--- config.mk ---
export PLATFORM = sky130hd
export DESIGN_NAME = ma_access_ctrl
export DESIGN_NICKNAME = d
export VERILOG_FILES = /design/src/rtl/rv_mem_pkg.sv /design/src/rtl/load_extend.sv /design/src/rtl/ma_access_ctrl.sv
export SDC_FILE = /design/constraint.sdc
export NUM_CORES = 1
export LEC_CHECK = 0
export CAP_MARGIN = 20
export CORE_ASPECT_RATIO = 1.25
export CORE_MARGIN = 1.5
export CORE_UTILIZATION = 40
export DETAILED_ROUTE_END_ITERATION = 16
export PLACE_DENSITY = 0.75
export SLEW_MARGIN = 30
export SYNTH_ARGS = -nofsm -noshare
export SYNTH_HDL_FRONTEND = slang
export SYNTH_SLANG_ARGS = --single-unit
--- constraint.sdc ---
create_clock -name CLK -period 3.5 [get_ports CLK]
set_input_delay 0.7 -clock CLK [delete_from_list [all_inputs] [get_ports CLK]]
set_output_delay 0.7 -clock CLK [all_outputs]
set_load 0.01 [all_outputs]
--- src/rtl/rv_mem_pkg.sv ---
// Shared memory-stage definitions: DMEM size codes, RV32 load/store funct3
// values and the access-controller FSM states.
package rv_mem_pkg;

    typedef enum logic [1:0] {
        MEM_NONE = 2'b00,
        MEM_BYTE = 2'b01,
        MEM_HALF = 2'b10,
        MEM_WORD = 2'b11
    } mem_size_e;

    localparam logic [2:0] F3_B  = 3'b000;
    localparam logic [2:0] F3_H  = 3'b001;
    localparam logic [2:0] F3_W  = 3'b010;
    localparam logic [2:0] F3_BU = 3'b100;
    localparam logic [2:0] F3_HU = 3'b101;

    typedef enum logic {
        IDLE  = 1'b0,
        SPLIT = 1'b1
    } ma_state_e;

    // The low two funct3 bits carry the access size; 011/110/111 map to none.
    function automatic mem_size_e f3_size(input logic [2:0] f3);
        case (f3)
            F3_B, F3_BU: f3_size = MEM_BYTE;
            F3_H, F3_HU: f3_size = MEM_HALF;
            F3_W:        f3_size = MEM_WORD;
            default:     f3_size = MEM_NONE;
        endcase
    endfunction

endpackage

--- src/rtl/load_extend.sv ---
// Sign/zero extension of right-justified load data according to funct3;
// purely combinational so the forwarding path can share it.
module load_extend
    import rv_mem_pkg::*;
(
    input  logic [31:0] data_in,
    input  logic [2:0]  funct3,
    output logic [31:0] data_out
);

    always_comb begin
        data_out = data_in;
        case (funct3)
            F3_B:    data_out = {{24{data_in[7]}}, data_in[7:0]};
            F3_H:    data_out = {{16{data_in[15]}}, data_in[15:0]};
            F3_BU:   data_out = {24'b0, data_in[7:0]};
            F3_HU:   data_out = {16'b0, data_in[15:0]};
            default: data_out = data_in;
        endcase
    end

endmodule

--- src/rtl/ma_access_ctrl.sv ---
// Memory-access stage controller: aligned accesses go straight to DMEM,
// misaligned halfwords/words are split into byte accesses while stalling.
module ma_access_ctrl
    import rv_mem_pkg::*;
#(
    parameter int ADDR_WIDTH = 32
) (
    input  logic                  CLK,
    input  logic                  RESET,
    input  logic                  req_valid,
    input  logic                  req_load,
    input  logic                  req_store,
    input  logic [2:0]            req_funct3,
    input  logic [ADDR_WIDTH-1:0] req_addr,
    input  logic [31:0]           req_wdata,
    output logic [1:0]            dmem_write,
    output logic [1:0]            dmem_read,
    output logic [ADDR_WIDTH-1:0] dmem_addr,
    output logic [31:0]           dmem_wdata,
    input  logic [31:0]           dmem_rdata,
    output logic                  stall,
    output logic [31:0]           wb_load_data,
    output logic                  wb_load_valid,
    output logic                  misaligned
);

    ma_state_e   state_q, state_d;
    logic [1:0]  cnt_q, cnt_d;
    logic [31:0] asm_q, asm_d;
    logic [31:0] wb_data_q, wb_data_d;
    logic        wb_valid_q, wb_valid_d;

    mem_size_e   size;
    logic        active;
    logic        f3_ok;
    logic        aligned;
    logic [1:0]  last_idx;
    logic [31:0] assembled;
    logic [31:0] ext_in;
    logic [31:0] ext_out;

    always_comb begin
        size     = f3_size(req_funct3);
        active   = req_valid && (req_load || req_store);
        f3_ok    = (size != MEM_NONE) && !(req_store && req_funct3[2]);
        aligned  = (size == MEM_BYTE)
                || ((size == MEM_HALF) && !req_addr[0])
                || ((size == MEM_WORD) && (req_addr[1:0] == 2'b00));
        last_idx = (size == MEM_WORD) ? 2'd3 : 2'd1;
    end

    // The byte arriving this cycle is merged in so the final split byte
    // reaches the extender without waiting for another edge.
    always_comb begin
        assembled = asm_q;
        assembled[{cnt_q, 3'b000} +: 8] = dmem_rdata[7:0];
        ext_in = (state_q == SPLIT) ? assembled : dmem_rdata;
    end

    load_extend u_load_extend (
        .data_in  (ext_in),
        .funct3   (req_funct3),
        .data_out (ext_out)
    );

    always_comb begin
        state_d    = state_q;
        cnt_d      = cnt_q;
        asm_d      = asm_q;
        wb_data_d  = wb_data_q;
        wb_valid_d = 1'b0;
        dmem_write = MEM_NONE;
        dmem_read  = MEM_NONE;
        dmem_addr  = '0;
        dmem_wdata = '0;
        stall      = 1'b0;
        misaligned = 1'b0;

        if (!RESET && active && f3_ok) begin
            if ((state_q == IDLE) && aligned) begin
                dmem_addr = req_addr;
                if (req_store) begin
                    dmem_write = size;
                    case (size)
                        MEM_BYTE: dmem_wdata = {24'b0, req_wdata[7:0]};
                        MEM_HALF: dmem_wdata = {16'b0, req_wdata[15:0]};
                        default:  dmem_wdata = req_wdata;
                    endcase
                end else begin
                    dmem_read  = size;
                    wb_valid_d = 1'b1;
                    wb_data_d  = ext_out;
                end
            end else begin
                misaligned = 1'b1;
                dmem_addr  = req_addr + ADDR_WIDTH'(cnt_q);
                if (req_store) begin
                    dmem_write = MEM_BYTE;
                    dmem_wdata = {24'b0, req_wdata[{cnt_q, 3'b000} +: 8]};
                end else begin
                    dmem_read = MEM_BYTE;
                    asm_d     = assembled;
                end
                if (cnt_q == last_idx) begin
                    state_d = IDLE;
                    cnt_d   = 2'd0;
                    if (req_load) begin
                        wb_valid_d = 1'b1;
                        wb_data_d  = ext_out;
                    end
                end else begin
                    stall   = 1'b1;
                    state_d = SPLIT;
                    cnt_d   = cnt_q + 2'd1;
                end
            end
        end else begin
            // A vanished request can only mean an abort; never linger in SPLIT.
            state_d = IDLE;
            cnt_d   = 2'd0;
        end
    end

    always_ff @(posedge CLK or posedge RESET) begin
        if (RESET) begin
            state_q    <= IDLE;
            cnt_q      <= 2'd0;
            asm_q      <= '0;
            wb_data_q  <= '0;
            wb_valid_q <= 1'b0;
        end else begin
            state_q    <= state_d;
            cnt_q      <= cnt_d;
            asm_q      <= asm_d;
            wb_data_q  <= wb_data_d;
            wb_valid_q <= wb_valid_d;
        end
    end

    assign wb_load_data  = wb_data_q;
    assign wb_load_valid = wb_valid_q;

endmodule

==> key figures <==
Cells and area
  • Finished Cell Area: 8280 um^2
  • FF/Latch Area: between 1500 and 2000 um^2
  • Layout fillers: around 1.0k
  • N_diodes: 0
  • Multi-input gate area: between 3000 and 4000 um^2
  • Layout Nets: approximately 960
  • Syn-to-layout area delta: 63.21%
  • Final core utilization: 0.6746
  • Layout cells sized above 1: 0.2302

Floorplan
  • Core area: ~12,000 um^2
  • Die height: 128.9 um
  • I/O pin cnt: about 210
  • Die area: 13,370 um^2
  • Rows: 45
  • Initial Util: 0.4134
  • DIE WIDTH: ~100 um

Drt
  • DRT Pass-1 Iters: 5
  • DRC: 0
  • Initial DRC count: 283
  • Routed vias: approximately 6k
  • WL per Instance: between 15 and 20 um
  • Vias/cell: 5.765
  • Post-route ant nets: 0
  • Routed Wire Length: ~19 mm

Timing
  • Fin crit share: 0.9847
  • Final Hold Fails: 0
  • Layout Skew: ~4.3 ps
  • Final setup fails: 0
  • Slew @ Worst Pin: ~860 ps
  • Peak Freq: 0.2902 GHz
  • Worst slew margin: 0.4295
  • Final Max Slew Viols: 0
  • Fin crit period: around 3400 ps
  • Unrepaired setup endpoints after global routing: false

Logic synthesis
  • Synthesized area: about 5000 um^2
  • Area share of the largest cell type after synthesis: 0.3354
  • Most area-hungry cell type in the Yosys netlist: dfrtp_1
  • Ys Warns: 0
  • Synth unique cells: 55
  • Top_reg_cell synth: dfrtp_1
  • FFs w/ async S/R, synth: 1.000
  • Gate Count Post-Synth: roughly 580
  • Syn Nets: between 600 and 700
  • Sequential area share after synthesis: 0.3354
  • Syn avg cell area: 8.733 um^2
  • EDFF count, synth: 0
  • Synth top area cells: dfrtp_1 34%, a22o_1 7.3%, o21ai_0 4.3%
  • FF+latch count, synth: 68

Critical path
  • CP cell instances: clkdlybuf4s15_1 -> nand4_2 -> or3_4 -> buf_6 -> or3_4 -> buf_6 -> or3_4 -> a21oi_2 -> buf_2
  • Reg2Reg Setup Slack: around 400 ps
  • Worst setup EP type: output pin
  • Max stage delay on crit path: between 400 and 500 ps
  • R2r endpoint: wb_load_data[25]
  • CP startpoint kind: primary input
  • Crit path required time: 2800 ps
  • Worst Setup Path Type: in -> out
  • Most frequent CP cell: or3_4
  • CP arrival: about 2800 ps
  • FF-to-FF path depth: 9
  • Buf/Inv on CP: 4
  • Reg2reg start: cnt_q[0]
  • Top delay family on crit path: simple AND/OR/NAND/NOR gates
  • Crit Path Max Fanout: 7
  • Crit-path slowest cell: or3_4

GRT
  • Initial antenna violation count: 0
  • Pin count of the biggest net entering global routing: 69
  • Global route overflow: 0
  • GR Util All Layers: 0.2763
  • First-pass GRT wire length: approximately 30 mm
  • Vias in the first global route: around 5.9k

Power
  • Pwr per Cell Area: approximately 320 nW/um^2
  • Max VDD drop: between 0.0002 and 0.0003 V
  • Pleak: 3.702 nW
  • Final Power: roughly 2.6 mW

CTS
  • Clk root buf: clkbuf_16
  • Clock Path Buffers: 2
  • CTS tree: yes
  • CTS H-tree depth: 3
  • Total CTS buffers: 9
  • Clock-pin slew on the worst setup and hold paths: ~50 ps
  • Clock Sinks: 68
  • Worst-Skew Late Latency: 330 ps
  • Quantity of hold-fixing buffers added after cts: 0

Place
  • Routability cong.: between 0.9 and 1
  • Cell Area, Placed: slightly below 8000 um^2
  • Hpwl dp: approximately 14 mm
  • I/O Buffers: ~210

Hold path
  • Worst-case hold path end point: asm_q[7]
  • Hold depth: 1
  • Worst Hold Class: reg -> reg
  • Critical hold path startpoint: asm_q[7]

Outcome
  • Outcome: finished clean

Job
  • Max-cap violations: 0
==> metrics by stage <==
step	setup WS, ps	std cells	hold WS (ps)	setup TNS (ps)
3_3_place_gp	-1000	983	455.8	-24600
4_1_cts	-2.157	1005	494.5	-2.157
5_1_grt	1.842	1011	512.2	0
6_report	53.63	1011	492.0	0
3_5_place_dp	-1043	983	477.9	-29050
2_1_floorplan	43.47	581	442.2	0
==> registers in the layout, summed over array words and instances (netlist names) <==
register       flops
wb_load_data      32
wb_load_valid      1
cnt_q              2
asm_q             32
state_q            1
==> cells in the mapped netlist (5+ instances only) <==
cell type and number:
xnor2_1 6, o31ai_1 22, a221o_1 6, nand2_1 39
dfrtp_1 68, a21oi_1 38, nor2b_1 6, o221ai_1 7
xor2_1 7, nand4_1 10, a22o_1 42, buf_1 8
and2_1 28, inv_1 19, a32oi_1 7, nand3_1 10
nor3b_1 17, and4_1 5, nand4b_1 6, nor2_1 30
nor4_1 6, mux2_2 16, or4_1 6, nand2b_1 5
nor3_1 14, ha_1 7, o21ai_0 44, or3_1 14
mux4_2 8, clkbuf_1 38
==> what timing repair did <==
item,in CTS,in global routing
endpoints found under the setup margin,69,58
setup buffers,8,5
pin swaps,17,11
gates cloned,0,1
resized for setup,121,53
==> layout make-up <==
type,count,share of cell area
multi-input combinational,443,0.3945
timing repair buffer,302,0.3321
sequential,68,0.2055
clock buffer,13,0.03022
tap,164,0.02478
inverter,19,0.008613
clock inverter,2,0.004231
==> per-layer routing <==
layer / GRT usage / vias to the layer above / routed length (um)
met1: 0.3069 / 2786 / 6942
met4: 0.1103 / 0 / 513
met3: 0.06991 / 45 / 1555
met2: 0.5082 / 282 / 9665
met5: 0 / - / 0
li1: - / 2715 / -
==> report_power, final <==
group          internal, mW  switching (mW)  total, mW
Combinational         0.447           0.338      0.785
Clock                 0.566           0.314      0.880
Sequential            0.899          0.0596      0.958
Total                  1.91           0.712       2.62
==> how the worst max path moves through the flow <==
stage                     start            end  slack, ps  cells after the start
floorplan              cnt_q[1]  dmem_addr[24]         40                      8
global placement    req_addr[0]  dmem_addr[28]      -1000                      9
detailed placement  req_addr[0]  dmem_addr[28]      -1040                      9
CTS                    cnt_q[0]  dmem_addr[22]         -2                      9
global route        req_addr[0]  dmem_addr[22]          2                     10
finish              req_addr[6]  dmem_addr[22]         50                      9
==> kinds of logic after synthesis <==
group	count (synthesis)	share of synthesized area
AND/OR/NAND/NOR	211	0.2407
AO/OA/AOI/OAI	187	0.2557
buffers and inverters	70	0.05352
flip-flops	68	0.3354
multiplexers	24	0.07102
XOR/XNOR	13	0.02244
adder cells (fa/ha/maj)	8	0.02121
==> cells in the final DEF (no fill, tap or decap), drive strengths merged, types with 4 or more instances in the layout <==
master | netlist | final
ha | 7 | 7
dlymetal6s2s | 0 | 23
nand2 | 39 | 39
nand2b | 5 | 5
nor2 | 31 | 31
clkdlybuf4s50 | 0 | 146
and4 | 5 | 5
clkbuf | 38 | 20
xnor2 | 6 | 6
nor3 | 16 | 16
xor2 | 7 | 7
nand4 | 11 | 11
a21oi | 38 | 38
or3 | 14 | 14
dfrtp | 68 | 68
nand4b | 6 | 6
o221ai | 7 | 7
and2 | 28 | 28
dlygate4sd2 | 0 | 11
a32oi | 7 | 7
nand3 | 10 | 10
mux2 | 16 | 16
a221o | 6 | 6
nor4 | 7 | 7
or4 | 6 | 6
o31ai | 22 | 22
nor3b | 17 | 17
mux4 | 8 | 8
buf | 13 | 114
o21ai | 44 | 44
nor4b | 4 | 4
inv | 19 | 19
a22o | 42 | 42
nor2b | 6 | 6
Note: power is estimated with default switching activity, not from simulation.
